**src/rtl/io_writeback_unit.sv**
```systemverilog
// io_writeback_unit
// Merges ALU and load writebacks onto the single register-file write port.
// Address 0 is the I/O location. Writes to it never reach the SRAM. They
// update the LED register and are offered to a slow consumer as a stream.
//
// Build option:
//   WB_OUT_FIFO_EN  defined   -> the stream is buffered in a FIFO_DEPTH-entry queue
//                   undefined -> no storage; out_valid_o pulses for one cycle
//                                after each address-0 write, and out_data_o
//                                mirrors led_o
//
// Ports:
//   clk, rst                 clock (rising edge), asynchronous active-high reset
//   alu_valid_i/addr/data    ALU writeback; highest priority, always accepted
//   mem_valid_i/addr/data    load writeback; accepted when mem_ready_o is high
//   mem_ready_o              combinational accept for the load request
//   rf_we_o/wr_addr/wr_data  registered register-file write port
//   led_o                    last value written to address 0 (registered)
//   out_valid_o/out_ready_i  output stream handshake
//   out_data_o               output stream head
//   fifo_count_o             queue occupancy
//   overflow_o               sticky: an ALU address-0 write hit a full queue
module io_writeback_unit #(
  parameter int unsigned BUS_WIDTH  = 8,
  parameter int unsigned ADDR_WIDTH = 3,
  parameter int unsigned FIFO_DEPTH = 4
) (
  input  logic                        clk,
  input  logic                        rst,
  input  logic                        alu_valid_i,
  input  logic [ADDR_WIDTH-1:0]       alu_addr_i,
  input  logic [BUS_WIDTH-1:0]        alu_data_i,
  input  logic                        mem_valid_i,
  output logic                        mem_ready_o,
  input  logic [ADDR_WIDTH-1:0]       mem_addr_i,
  input  logic [BUS_WIDTH-1:0]        mem_data_i,
  output logic                        rf_we_o,
  output logic [ADDR_WIDTH-1:0]       rf_wr_addr_o,
  output logic [BUS_WIDTH-1:0]        rf_wr_data_o,
  output logic [BUS_WIDTH-1:0]        led_o,
  output logic                        out_valid_o,
  input  logic                        out_ready_i,
  output logic [BUS_WIDTH-1:0]        out_data_o,
  output logic [$clog2(FIFO_DEPTH):0] fifo_count_o,
  output logic                        overflow_o
);

  // Request accepted this cycle (ALU wins; the load needs mem_ready_o)
  logic                  acc_valid;
  logic [ADDR_WIDTH-1:0] acc_addr;
  logic [BUS_WIDTH-1:0]  acc_data;
  logic                  acc_zero;
  logic                  acc_rf;

  always_comb begin
    acc_valid = 1'b0;
    acc_addr  = '0;
    acc_data  = '0;
    if (alu_valid_i) begin
      acc_valid = 1'b1;
      acc_addr  = alu_addr_i;
      acc_data  = alu_data_i;
    end else if (mem_valid_i && mem_ready_o) begin
      acc_valid = 1'b1;
      acc_addr  = mem_addr_i;
      acc_data  = mem_data_i;
    end
  end

  assign acc_zero = acc_valid && (acc_addr == '0);
  assign acc_rf   = acc_valid && (acc_addr != '0);

  // Register-file write port and LED register
  logic                  rf_we_q,      rf_we_d;
  logic [ADDR_WIDTH-1:0] rf_wr_addr_q, rf_wr_addr_d;
  logic [BUS_WIDTH-1:0]  rf_wr_data_q, rf_wr_data_d;
  logic [BUS_WIDTH-1:0]  led_q,        led_d;

  always_comb begin
    rf_we_d      = acc_rf;
    rf_wr_addr_d = rf_wr_addr_q;
    rf_wr_data_d = rf_wr_data_q;
    led_d        = led_q;
    if (acc_rf) begin
      rf_wr_addr_d = acc_addr;
      rf_wr_data_d = acc_data;
    end
    if (acc_zero) begin
      led_d = acc_data;
    end
  end

  always_ff @(posedge clk or posedge rst) begin
    if (rst) begin
      rf_we_q      <= 1'b0;
      rf_wr_addr_q <= '0;
      rf_wr_data_q <= '0;
      led_q        <= '0;
    end else begin
      rf_we_q      <= rf_we_d;
      rf_wr_addr_q <= rf_wr_addr_d;
      rf_wr_data_q <= rf_wr_data_d;
      led_q        <= led_d;
    end
  end

  assign rf_we_o      = rf_we_q;
  assign rf_wr_addr_o = rf_wr_addr_q;
  assign rf_wr_data_o = rf_wr_data_q;
  assign led_o        = led_q;

`ifdef WB_OUT_FIFO_EN
  localparam int unsigned CNT_W = $clog2(FIFO_DEPTH) + 1;
  localparam int unsigned PTR_W = $clog2(FIFO_DEPTH);

  logic [BUS_WIDTH-1:0] fifo_q [FIFO_DEPTH];
  logic [PTR_W-1:0]     wr_ptr_q, wr_ptr_d;
  logic [PTR_W-1:0]     rd_ptr_q, rd_ptr_d;
  logic [CNT_W-1:0]     count_q,  count_d;
  logic                 overflow_q, overflow_d;
  logic                 full;
  logic                 empty;
  logic                 push;
  logic                 pop;

  assign full  = (count_q == CNT_W'(FIFO_DEPTH));
  assign empty = (count_q == '0);

  // Fullness is the pre-edge state; a same-cycle pop does not open a slot
  assign mem_ready_o = ~alu_valid_i & ~((mem_addr_i == '0) & full);

  // Only an ALU write can reach address 0 while full; it is dropped
  assign push = acc_zero & ~full;
  assign pop  = ~empty & out_ready_i;

  // Queue pointers, occupancy and sticky overflow
  always_comb begin
    wr_ptr_d   = wr_ptr_q;
    rd_ptr_d   = rd_ptr_q;
    overflow_d = overflow_q;
    count_d    = count_q + CNT_W'(push) - CNT_W'(pop);
    if (push) begin
      wr_ptr_d = wr_ptr_q + PTR_W'(1);
    end
    if (pop) begin
      rd_ptr_d = rd_ptr_q + PTR_W'(1);
    end
    if (acc_zero && full) begin
      overflow_d = 1'b1;
    end
  end

  always_ff @(posedge clk or posedge rst) begin
    if (rst) begin
      wr_ptr_q   <= '0;
      rd_ptr_q   <= '0;
      count_q    <= '0;
      overflow_q <= 1'b0;
    end else begin
      wr_ptr_q   <= wr_ptr_d;
      rd_ptr_q   <= rd_ptr_d;
      count_q    <= count_d;
      overflow_q <= overflow_d;
    end
  end

  // Entry storage; cleared on reset so the idle head reads as zero
  always_ff @(posedge clk or posedge rst) begin
    if (rst) begin
      fifo_q <= '{default: '0};
    end else if (push) begin
      fifo_q[wr_ptr_q] <= acc_data;
    end
  end

  assign out_valid_o  = ~empty;
  assign out_data_o   = fifo_q[rd_ptr_q];
  assign fifo_count_o = count_q;
  assign overflow_o   = overflow_q;
`else
  logic pulse_q;
  logic unused_out_ready;

  assign mem_ready_o = ~alu_valid_i;

  // One-cycle strobe following each accepted address-0 write
  always_ff @(posedge clk or posedge rst) begin
    if (rst) begin
      pulse_q <= 1'b0;
    end else begin
      pulse_q <= acc_zero;
    end
  end

  assign out_valid_o      = pulse_q;
  assign out_data_o       = led_q;
  assign fifo_count_o     = '0;
  assign overflow_o       = 1'b0;
  assign unused_out_ready = out_ready_i;
`endif

endmodule

```
**config.mk**
```make
export PLATFORM = sky130hd
export DESIGN_NAME = io_writeback_unit
export DESIGN_NICKNAME = d
export VERILOG_FILES = /design/src/rtl/io_writeback_unit.sv
export SDC_FILE = /design/constraint.sdc
export NUM_CORES = 1
export LEC_CHECK = 0
export ABC_AREA = 1
export CAP_MARGIN = 10
export CORE_ASPECT_RATIO = 2
export CORE_MARGIN = 3
export CORE_UTILIZATION = 40
export DETAILED_ROUTE_END_ITERATION = 8
export GPL_ROUTABILITY_DRIVEN = 0
export PLACE_DENSITY_LB_ADDON = 0.1
export SETUP_SLACK_MARGIN = 0.5
export SYNTH_ARGS = -nofsm -noshare
export SYNTH_HDL_FRONTEND = slang
export SYNTH_SLANG_ARGS = --single-unit
```
**constraint.sdc**
```tcl
create_clock -name clk -period 0.8 [get_ports clk]
set_input_delay 0.16 -clock clk [delete_from_list [all_inputs] [get_ports clk]]
set_output_delay 0.16 -clock clk [all_outputs]
set_load 0.01 [all_outputs]
```
== Yosys cells after proc, flatten, opt, wreduce, memory -nomap -nowiden ==
Index checks and enable logic that the tools add are counted.

* Bits in registers: 21
* Logic and storage cells: 17
* Bits of input ports: 27
* Output and inout bits: 34

* Mux-type cells: 6
* Reductions and logical operators: 5
* Bitwise gates (word level): 1

{| class="wikitable"
|+ Operators with widths
! operator !! count
|-
| 8-bit 2-to-1 mux || 2
|-
| 3-bit 2-to-1 mux || 2
|-
| 1-bit logical AND || 3
|-
| 3-bit zero test || 1
|-
| 3-bit nonzero test || 1
|-
| 1-bit 2-to-1 mux || 2
|-
| 1-bit NOT || 1
|}

== Logic depth before layout (Yosys ltp) ==
* Word-level depth: 6
* Depth in mapped cells: 7
* Depth with buffers taken out: 7

== Worst setup path after synthesis ==
Ideal clock, no wire load.

* Kind: input to register
* Start: input alu_valid_i
* End: register rf_wr_data_q[4] (netlist: rf_wr_data_o[4])
* Arrival time: 0.790 ns
* Path slack: -0.106 ns
* Cell stages on the path: 7
* Setup time: 0.116 ns
* Required time: 0.684 ns
* Path buffers: 1
* Path through: buf_6 nand2_2 nand2_8 nor2_8 nand2_4 nand2_1 nand2_1

* Word-level cells in the longest chain between the ends: 6

{| class="wikitable"
|+ RTL lines
! what !! line !! text
|-
| start: declaration || 30 || <nowiki>input logic alu_valid_i,</nowiki>
|-
| 1-bit NOT || 184 || <nowiki>assign mem_ready_o = ~alu_valid_i;</nowiki>
|-
| 1-bit logical AND || 63 || <nowiki>end else if (mem_valid_i && mem_ready_o) begin</nowiki>
|-
| 3-bit 2-to-1 mux || 63 ||
|-
| 3-bit 2-to-1 mux || 59 || <nowiki>if (alu_valid_i) begin</nowiki>
|-
| 3-bit nonzero test || 71 || <nowiki>assign acc_rf = acc_valid && (acc_addr != '0);</nowiki>
|-
| 1-bit logical AND (*) || 71 ||
|-
| via acc_rf || 53 || <nowiki>logic acc_rf;</nowiki>
|-
| end signal: assignment || 102 || <nowiki>rf_wr_data_q <= rf_wr_data_d;</nowiki>
|-
| end: declaration || 76 || <nowiki>logic [BUS_WIDTH-1:0] rf_wr_data_q, rf_wr_data_d;</nowiki>
|}

The timed path passes the listed nets; every way through them passes the cells marked *.
A chain may end at the register's enable or synchronous reset.

== Worst setup path in the final report ==
* Start: register led_q[0] (netlist: led_o[0])
* End: output led_o[0]

{| class="wikitable"
|+ RTL lines
! what !! line !! text
|-
| start: declaration || 77 || <nowiki>logic [BUS_WIDTH-1:0] led_q, led_d;</nowiki>
|-
| start signal: assignment || 103 || <nowiki>led_q <= led_d;</nowiki>
|-
| end: declaration || 40 || <nowiki>output logic [BUS_WIDTH-1:0] led_o,</nowiki>
|}

No word-level cell between the ends.

==> metrics.yaml <==
grt_pass1_vias: 1557
path_buf_inv: 1
syn_avg_cell_area_um2: 9.334
ys_seq_elements: 21
antenna_left: 0
power_per_cell_area_nw_per_um2: 1586
wl_per_cell_um: 16.54
ctsRootBufferMaster: "clkbuf_8"
cts_tree: "yes"
drv_cap: 0
port_buffers: 55
setup_tns_ns: -6.220
cts_hold_buf: 0
finalCriticalPeriod_ns: 0.9790
swShare_pct: 34.02
internal-power_mw: 2.549
status: "complete, but fails checks"
fmax_ghz: 1.021
setup_slack_ns: -0.1790
htree_num_levels: 1
cts.path.max_buffers: 2
finalInstanceArea_um2: 2436
cp.arrival_ns: 0.82
slowest_stage: "dfrtp_1"
antenna_found_initial: 0
num_vias: 1405
violations: "setup timing"
finalHoldViolations: 0
total_power_mw: 3.863
grt_setup_unrepaired: "yes"
finalSetupViolCount: 49
pwr-share-comb_pct: 47.3
hold_path.class: "input pin to async pin"
utilization_pct: 80.86
track_usage_pct: 24.75
path_cells: "buf_2"
cpPeakStageDelay_ns: 0.40
grt_pass1_wl_um: 6989
drc: 0
pre_cts_ws_ns: -0.8237
leakage_nw: 1.287
start_util_pct: 42.44
final_nets: 278
grt_remaining_overflow: 0
fin_skew_ns: 0
dpl_cell_area_um2: 2103
critPathTopFamily: "flip-flops"
dr.first_iter.drc_count: 16
grt_max_degree: 12
synth_cell_type_count: 18
syn2layout_area_growth_pct: 90.51
rows: 28
hpwl_um: 2992
netlist_area_um2: 1279
cp-start-kind: "flip-flop"
ys_warn_count: 0
clock-sinks: 21
drtPass1Iterations: 4
fin_crit_sh_pct: 122.4
ir_worst_vdd_mv: 0.9056
cts_buffers: 3
pwr-share-clk_pct: 18.6
p_seq_share_pct: 34.1
cp.required_ns: 0.64
die_y_um: 85.96
io_pins: 61
core_um2: 3013
die_x_um: 45.98
clk_transition_reported_paths_ns: 0.08
startpoint: "led_o[0]"
cp_max_fo: 3
fill_cells: 196
ys_seq_area_share_pct: 41.10
fin_hold_ws_ns: 0.1227
r2r-start: "rf_wr_data_o[6]"
critical_path_class: "flip-flop to output port"
diodes: 0
dp_cells: 247
routed_wl_um: 4632
insertion_delay_ns: 0.27
end_kind: "output port"
power.switching_mw: 1.314
die-area_um2: 3952
finalMaxSlewViolations: 0
synthCells: 137
vias_per_cell: 5.018
drive_above_1_share_pct: 61.60
stdcell_count: 280
cell usage after synthesis:
| master | instances | area (um^2) |
|---|---|---|
| buf_4 | 12 | 90.09 |
| inv_1 | 2 | 7.510 |
| nand3_2 | 12 | 120.1 |
| conb_1 | 1 | 3.750 |
| nor2_8 | 2 | 40.04 |
| buf_6 | 2 | 22.52 |
| nand4_1 | 8 | 50.05 |
| buf_12 | 2 | 40.04 |
| nand2_4 | 4 | 45.04 |
| nand3_1 | 10 | 50.05 |
| inv_6 | 1 | 8.760 |
| buf_2 | 1 | 5.000 |
| nand2_1 | 51 | 191.4 |
| nand3_4 | 2 | 35.03 |
| nand2_2 | 2 | 12.51 |
| nand2_8 | 1 | 20.02 |
| dfrtp_1 | 21 | 525.5 |
| inv_2 | 3 | 11.26 |
power groups by stage:
stage	sequential, mW	combinational [mW]	clock [mW]
3_3_place_gp	1.33	1.58	0
6_report	1.32	1.83	0.719
2_1_floorplan	1.44	0.682	0
4_1_cts	1.31	1.72	0.722
3_5_place_dp	1.35	1.61	0
5_1_grt	1.33	1.95	0.745
per-layer routing:
layer / global-route usage (%) / part of all wire (%) / vias up
met5: 0 / 0 / -
met4: 16.32 / 4.0 / 0
met3: 2.311 / 4.9 / 15
met2: 47.61 / 61 / 60
met1: 21.26 / 30 / 669
li1: - / - / 661
path summary, 6_finish.rpt:
path | depth (start not counted) | end | slack (ns)
worst max-delay path | 1 | led_o[0] | -0.18
max in group asynchronous | 3 | rf_wr_data_o[3] | 0.55
worst max register to register | 4 | rf_wr_data_o[6] | -0.09
min in group clk | 4 | rf_wr_addr_o[1] | 0.41
worst min-delay path | 4 | rf_wr_data_o[6] | 0.12
worst min register to register | 3 | led_o[3] | 0.60
sequential cells by signal (all words and copies together) (netlist names):
| register | cells |
|---|---|
| led_o | 8 |
| rf_wr_data_o | 8 |
| rf_wr_addr_o | 3 |
| out_valid_o | 1 |
| rf_we_o | 1 |
area by class of cell:
cell class	count	area (um^2)	area share [%]
timing repair inverter	2	15.01	0.6163
multi-input combinational	99	733.2	30.10
timing repair buffer	118	1017	41.76
sequential	21	525.5	21.57
tap	30	37.54	1.541
clock buffer	4	45.04	1.849
inverter	6	62.56	2.568
worst reg2reg max path, delay by kind of cell, from the launching register on:
| kind | cells | cell delay (ns) |
|---|---|---|
| flip-flops | 1 | 0.40 |
| buffers and inverters | 2 | 0.27 |
| AND/OR/NAND/NOR | 2 | 0.12 |
cells by family (layout without fill, tap and decap cells):
logic type	after synthesis	after routing	synth area share, %
flops	21	21	41.10
other cells	1	4	0.2933
simple gates	92	95	44.13
buf+inv	23	130	14.48
repair_timing:
action | CTS | global route
pin swaps | 24 | 12
setup buffers | 18 | 4
cloned | 7 | 0
setup endpoints to repair | 72 | 51
resized for setup | 168 | 19
placed cells by master, fill, tap and decap left out, types with 7 or more instances in the layout:
cell type        instances
nand3_2                 10
buf_4                   46
clkdlybuf4s50_1         16
nand2_2                 19
nand3_4                  7
nand4_1                  8
dfrtp_1                 21
buf_6                   11
nand2_1                 31
buf_2                   30
nand3_1                  8
nand2_4                  7
No activity file was read; power rests on OpenSTA's default activity.
